--- src/rtl/alu_pkg.sv ---
// Shared opcode encodings, FSM state type and helpers for the ALU arbiter.
package alu_pkg;

  localparam logic [2:0] OP_MOV = 3'b000;
  localparam logic [2:0] OP_NOT = 3'b001;
  localparam logic [2:0] OP_ADD = 3'b010;
  localparam logic [2:0] OP_SUB = 3'b011;
  localparam logic [2:0] OP_OR  = 3'b100;
  localparam logic [2:0] OP_AND = 3'b101;
  localparam logic [2:0] OP_SLT = 3'b110;
  localparam logic [2:0] OP_ILL = 3'b111;

  typedef enum logic [1:0] {
    ST_IDLE = 2'd0,
    ST_EXEC = 2'd1,
    ST_RESP = 2'd2
  } state_t;

  function automatic logic op_legal(input logic [2:0] op);
    return op != OP_ILL;
  endfunction

endpackage

--- src/rtl/rr_arb2.sv ---
// Combinational two-way round-robin picker; the last_grant register lives in the parent.
module rr_arb2 (
  input  logic [1:0] valid,
  input  logic       last_grant,
  output logic [1:0] grant_onehot,
  output logic       grant_id
);

  // Requester 1 wins when it is the only one asking, or when both ask and 0 was served last.
  always_comb begin
    grant_id     = valid[1] & (~valid[0] | ~last_grant);
    grant_onehot = '0;
    if (valid != 2'b00) begin
      grant_onehot = grant_id ? 2'b10 : 2'b01;
    end
  end

endmodule

--- src/rtl/alu_rr_arbiter.sv ---
// Shares one external ALU between two valid/ready requesters, one operation in flight.
module alu_rr_arbiter
  import alu_pkg::*;
#(
  parameter int unsigned N       = 32,
  parameter int unsigned ALU_LAT = 1
) (
  input  logic         clk,
  input  logic         rst,
  input  logic         req0_valid,
  output logic         req0_ready,
  input  logic [2:0]   req0_op,
  input  logic [N-1:0] req0_a,
  input  logic [N-1:0] req0_b,
  input  logic         req0_cin,
  input  logic         req1_valid,
  output logic         req1_ready,
  input  logic [2:0]   req1_op,
  input  logic [N-1:0] req1_a,
  input  logic [N-1:0] req1_b,
  input  logic         req1_cin,
  output logic         resp0_valid,
  input  logic         resp0_ready,
  output logic [N-1:0] resp0_data,
  output logic         resp0_cout,
  output logic         resp0_err,
  output logic         resp1_valid,
  input  logic         resp1_ready,
  output logic [N-1:0] resp1_data,
  output logic         resp1_cout,
  output logic         resp1_err,
  output logic [N-1:0] alu_a,
  output logic [N-1:0] alu_b,
  output logic [2:0]   alu_op,
  output logic         alu_cin,
  input  logic [N-1:0] alu_out,
  input  logic         alu_cout,
  output logic         busy
);

  localparam logic [3:0] CNT_INIT = 4'(ALU_LAT - 1);

  state_t       state, state_n;
  logic         owner;
  logic         last_grant;
  logic [3:0]   cnt;
  logic [1:0]   grant_onehot;
  logic         grant_id;
  logic         accept;
  logic         owner_resp_ready;
  logic [2:0]   sel_op;
  logic [N-1:0] sel_a, sel_b;
  logic         sel_cin;

  rr_arb2 u_arb (
    .valid        ({req1_valid, req0_valid}),
    .last_grant   (last_grant),
    .grant_onehot (grant_onehot),
    .grant_id     (grant_id)
  );

  // Handshake decode and winner's request fields.
  always_comb begin
    req0_ready       = (state == ST_IDLE) & grant_onehot[0];
    req1_ready       = (state == ST_IDLE) & grant_onehot[1];
    accept           = (req0_valid & req0_ready) | (req1_valid & req1_ready);
    sel_op           = grant_id ? req1_op  : req0_op;
    sel_a            = grant_id ? req1_a   : req0_a;
    sel_b            = grant_id ? req1_b   : req0_b;
    sel_cin          = grant_id ? req1_cin : req0_cin;
    owner_resp_ready = owner ? resp1_ready : resp0_ready;
    resp0_valid      = (state == ST_RESP) & ~owner;
    resp1_valid      = (state == ST_RESP) & owner;
    busy             = (state != ST_IDLE);
  end

  // Next-state logic.
  always_comb begin
    state_n = state;
    unique case (state)
      ST_IDLE: if (accept) state_n = op_legal(sel_op) ? ST_EXEC : ST_RESP;
      ST_EXEC: if (cnt == '0) state_n = ST_RESP;
      ST_RESP: if (owner_resp_ready) state_n = ST_IDLE;
      default: state_n = ST_IDLE;
    endcase
  end

  // State register.
  always_ff @(posedge clk) begin
    if (rst) state <= ST_IDLE;
    else     state <= state_n;
  end

  // Grant bookkeeping, ALU operand registers, latency counter and per-requester results.
  always_ff @(posedge clk) begin
    if (rst) begin
      owner      <= 1'b0;
      last_grant <= 1'b1;
      cnt        <= '0;
      alu_a      <= '0;
      alu_b      <= '0;
      alu_op     <= OP_MOV;
      alu_cin    <= 1'b0;
      resp0_data <= '0;
      resp0_cout <= 1'b0;
      resp0_err  <= 1'b0;
      resp1_data <= '0;
      resp1_cout <= 1'b0;
      resp1_err  <= 1'b0;
    end else begin
      unique case (state)
        ST_IDLE: begin
          if (accept) begin
            owner      <= grant_id;
            last_grant <= grant_id;
            if (op_legal(sel_op)) begin
              alu_a   <= sel_a;
              alu_b   <= sel_b;
              alu_op  <= sel_op;
              alu_cin <= sel_cin;
              cnt     <= CNT_INIT;
            end else if (grant_id) begin
              resp1_data <= '0;
              resp1_cout <= 1'b0;
              resp1_err  <= 1'b1;
            end else begin
              resp0_data <= '0;
              resp0_cout <= 1'b0;
              resp0_err  <= 1'b1;
            end
          end
        end
        ST_EXEC: begin
          if (cnt == '0) begin
            if (owner) begin
              resp1_data <= alu_out;
              resp1_cout <= alu_cout;
              resp1_err  <= 1'b0;
            end else begin
              resp0_data <= alu_out;
              resp0_cout <= alu_cout;
              resp0_err  <= 1'b0;
            end
          end else begin
            cnt <= cnt - 4'd1;
          end
        end
        default: ;
      endcase
    end
  end

endmodule

--- config.mk ---
export PLATFORM = sky130hd
export DESIGN_NAME = alu_rr_arbiter
export DESIGN_NICKNAME = d
export VERILOG_FILES = /design/src/rtl/alu_pkg.sv /design/src/rtl/rr_arb2.sv /design/src/rtl/alu_rr_arbiter.sv
export SDC_FILE = /design/constraint.sdc
export NUM_CORES = 1
export LEC_CHECK = 0
export BUFFER_PORTS_ARGS = -buffer_cell sky130_fd_sc_hd__buf_4
export CAP_MARGIN = 5
export CORE_ASPECT_RATIO = 0.8
export CORE_MARGIN = 2
export CORE_UTILIZATION = 23
export DETAILED_ROUTE_END_ITERATION = 12
export SLEW_MARGIN = 30
export SYNTH_ARGS = -nofsm -noshare
export SYNTH_HDL_FRONTEND = slang
export SYNTH_SLANG_ARGS = --single-unit
--- constraint.sdc ---
create_clock -name clk -period 2.1 [get_ports clk]
set_clock_uncertainty 0.05 [all_clocks]
set_input_delay 0.63 -clock clk [delete_from_list [all_inputs] [get_ports clk]]
set_output_delay 0.63 -clock clk [all_outputs]
set_load 0.01 [all_outputs]
Word level (Yosys, flattened, before mapping). Index checks and enable logic that the tools add are counted.

Logic and storage cells: 103. Register bits after elaboration: 144. Bits of input ports: 175. Output and inout port bits: 141.

Add/sub/neg operators: 1. Reductions and logical operators: 11. Equal/unequal tests: 13. Bitwise gates (word level): 12. Multiplexer cells: 52.

Operator list (count): 32-bit 2-to-1 mux (12); 32-bit case mux with 2 select lines (2); 1-bit 2-to-1 mux (22); 2-bit != test, second input constant (9); 2-bit 2-to-1 mux (6); 4-bit 2-to-1 mux (3); 6-bit AND reduction (2); 1-bit case mux with 2 select lines (4); 4-bit case mux with 2 select lines (1); 1-bit bitwise AND (7); 2-bit case mux with 3 select lines (1); 3-bit AND reduction (2); 2-bit nonzero test (3); 4-bit logical NOT (1); 4-bit AND reduction (1); 4-bit by 1-bit subtractor with 4-bit output, second input constant (1); 3-bit 2-to-1 mux (1); 3-bit != test, second input constant (1); 1-bit inverter (3); 2-bit by 1-bit == test with 1-bit output, second input constant (1); 2-bit == test, second input constant (1); 2-bit logical NOT (1); 2-bit by 1-bit != test with 1-bit output, second input constant (1); 1-bit OR (2); 2-bit AND reduction (1).

Logic depth before layout (Yosys ltp).
Depth after elaboration: 10. Gate-level depth with buffers: 8. Gate-level depth less buffers: 6.

Hierarchy. From an unflattened synthesis, not the netlist that was laid out.

Cell total of the unflattened synthesis: 710. Area total of the unflattened synthesis: 6565.0 sq um.

Modules (own cells, without submodules): alu_rr_arbiter (seq. area each 2882.8 sq um, instances 1, area an instance 6538.8 sq um, cells an instance 706); rr_arb2 (seq. area each 0.0 sq um, instances 1, area an instance 26.3 sq um, cells an instance 4).

Worst setup path before layout. Ideal clock, no wire load.

Path type: input to output. From: input req1_valid. To: output req1_ready. Required time: 1.420 ns. Cell stages on the path: 4. Arrival time: 1.503 ns. Path buffers: 2. Setup slack: -0.083 ns. Cells stage by stage: a21bo_1 -> buf_6 -> clkbuf_1 -> nor3_1.

Cells in the longest elaborated chain, start to end: 4. Elaborated cells on any way between the ends: 5. Classes of those cells: 2 x mux; 2 x bitwise; 1 x reduce/logical.

RTL lines: start: declaration (line alu_rr_arbiter.sv:16) `input logic req1_valid,`; 1-bit bitwise AND (line rr_arb2.sv:11) `grant_id = valid[1] & (~valid[0] | ~last_grant);`; 2-bit 2-to-1 mux (line rr_arb2.sv:14) `grant_onehot = grant_id ? 2'b10 : 2'b01;`; 2-bit 2-to-1 mux (*) (line rr_arb2.sv:13) `if (valid != 2'b00) begin`; 1-bit bitwise AND (*) (line alu_rr_arbiter.sv:65) `req1_ready = (state == ST_IDLE) & grant_onehot[1];`; end: declaration (line alu_rr_arbiter.sv:17) `output logic req1_ready,`.

Mark *: on every way between the ends. The rest lies on a longest branch, timed or not.

Worst setup path after layout.
From: register last_grant. To: output req1_ready.

Cells in the longest elaborated chain, start to end: 6.

RTL lines: start: declaration (line alu_rr_arbiter.sv:45) `logic last_grant;`; start signal: assignment (line alu_rr_arbiter.sv:115) `last_grant <= grant_id;`; 1-bit inverter (line rr_arb2.sv:11); 1-bit OR (line rr_arb2.sv:11); 1-bit bitwise AND (line rr_arb2.sv:11); 2-bit 2-to-1 mux (line rr_arb2.sv:14); 2-bit 2-to-1 mux (line rr_arb2.sv:13); 1-bit bitwise AND (line alu_rr_arbiter.sv:65).

Every way passes these cells.

==> flow_summary.yaml <==
sta:
  worstMarginPinSlew_ps: 444.0
  slew_viol_final: 0
  rsz0062_at_grt: "yes"
  fin_tns_setup_ps: -12.79
  min_period_ps: 2113
  hold_viol: 0
  slew_headroom_pct: 69.64
  hold-worst-slack_ps: 408.2
  setup_ws_ps: -12.79
  fin_crit_sh_pct: 100.6
  setup_violations: 1
  max_clock_freq_mhz: 473.3
floorplanning:
  fp.dieH_um: 156.6
  start_util_pct: 23.51
  io_pins: 316
  rows: 55
  fp.dieW_um: 194.8
  core-area_sq_um: 28490
  fp.dieArea_sq_um: 30510
placement:
  port_buffers: 315
  dp_hpwl_mm: 19.35
  gp_congestion: 0.7964
  placed_area_sq_um: 9769
synthesis:
  syn_nets: 1023
  synth-edff-count: 0
  ys_seq_elements: 144
  synth_top_area_share_pct: 43.04
  ys_top_cells_by_area: "dfxtp_1 43%, a311oi_1 13%, nand2_1 9.6%, a21oi_1 7.8%, a2111oi_0 4.3%"
  synth_area_sq_um: 6698
  yosysMostFrequentCell: "nand2_1"
  synth-main-ff-cell: "dfxtp_1"
  syn_inst: 846
  synth_top_cell_by_area: "dfxtp_1"
  synth_area_per_cell_sq_um: 7.917
  yosysWarnings: 0
  async_flop_share_pct: 0
  synth_common_cells: "172 x nand2_1, 144 x dfxtp_1, 104 x a21oi_1"
  yosysSeqAreaShare_pct: 43.04
  ys_types: 42
clock_tree:
  clock_path_buffers: 2
  cts_buffers: 17
  clk_pin_slew_ps: 60
  tritoncts: "built"
  clock-sinks: 144
  cts-root-buf: "clkbuf_16"
  clock_latency_ps: 440
  cts.hold.buffers_added: 0
  h-tree-depth: 4
worst_setup_path:
  end_kind: "output pin"
  crit_type: "register to output pin"
  required_ps: 1420
  cp_max_fo: 2
  crit_arrival_ps: 1430
  start_kind: "register"
  r2r_setup_slack_ps: 80
layout:
  fin_area_sq_um: 10630
  drive_gt1_share_pct: 38.61
  nets: 1319
  syn_to_final_growth_pct: 58.64
global_route:
  grt_use_total_pct: 17.69
  antenna_found_initial: 1
  grt_pass1_wl_mm: 42.32
  grt_max_degree: 59
  grt_pass1_vias: 7486
  grt.overflow.total: 0
power_and_ir_drop:
  vdd_ir_drop_max_mv: 0.5750
  cellLeakagePower_nw: 4.448
  powerDensity_nw_per_um2: 847.1
  p_total_w: 0.009001
job:
  cap_violations: 0
routing:
  wl_mm: 27.64
  wire_per_inst_um: 18.11
  ant_nets: 0
  avgViaCountPerCell: 5.031
  drtIter0Drc: 395
  drc: 0
  drt_pass1_iterations: 6
  vias: 7677
run_status:
  violations: "negative setup slack"
  status: "finished with violations"
min_path:
  hold_path.class: "input port to register"
[metal layers]
layer,track usage [%],vias to the layer above,part of all wire (%)
met5,0,-,0
met4,5.925,0,2.0
met3,6.466,27,8.6
met2,29.65,277,48
met1,21.03,3657,41
li1,-,3716,-
[kinds of logic after synthesis]
group	count (synthesis)	synth area share, %
simple gates	305	20.04
compound gates	257	27.52
flops	144	43.04
buf+inv	136	8.649
mux	2	0.3736
fa+ha+maj	2	0.3736
[sequential cells by signal (all words and copies together), names as in the netlist]
register,count
alu_op,3
resp0_cout,1
alu_a,32
resp1_err,1
resp0_data,32
owner,1
last_grant,1
resp0_err,1
resp1_cout,1
state,2
cnt,4
alu_b,32
resp1_data,32
alu_cin,1
[cell type report]
cell class              instances  area [sq um]
diodes                          1         2.502
fillers                      2971         17860
clock inverters                13         127.6
inverters                      38         142.6
clock buffers                  19         452.9
flip-flops and latches        144          2890
multi-input cells             566          3477
well taps                     370         462.9
repair buffers                375          3069
[final timing paths]
kind,end,start,cells past startpoint
min reg2reg,resp0_data[13],resp0_data[13],2
min,alu_a[13],req1_a[13],3
max,req1_ready,last_grant,4
max reg2reg,resp0_data[26],last_grant,6
[stage by stage]
stage                     setup WS (ps)  utilization, %  instances
after floorplan                  -22.28               -        846
after global placement           -152.9           34.29       1489
after detailed placement         -187.7           34.29       1489
after CTS                        -50.74           36.64       1524
after global routing             -76.34           37.29       1526
final                            -12.79           37.29       1526
[what timing repair did]
action,in CTS,in global routing
cloned,0,1
gates resized for setup,17,29
buffers inserted,3,0
pin swaps,0,0
endpoints found under the setup margin,7,42
[critical path: stages (launching register included)]
cell and delay, ps:
dfxtp_4 360, a21bo_4 230, buf_6 120, nor3_4 150, buf_6 140
[layout by cell type, fill, tap and decap left out, types with 3 or more instances in the layout]
cell,synthesis,layout
buf_12,0,18
nor3_1,38,36
clkinv_4,0,4
a311oi_1,101,101
buf_4,0,353
nor4_2,0,17
a31oi_1,4,4
nand3_1,4,4
clkbuf_16,0,18
a2111oi_0,33,22
dfxtp_1,144,142
buf_6,6,3
nor4_1,34,14
inv_1,38,38
a21oi_1,104,103
nor2_1,41,40
a2111oi_1,0,10
nand2_1,172,172
inv_6,0,3
nor4_4,0,3
[power by group]
group	total (W)	switching (W)	leakage (nW)	internal [W]
Combinational	0.00271	0.00146	2.98	0.00125
Clock	0.00305	0.00134	0.282	0.00171
Sequential	0.00323	0.000190	1.18	0.00304
Note: power is estimated with default switching activity, not from simulation.
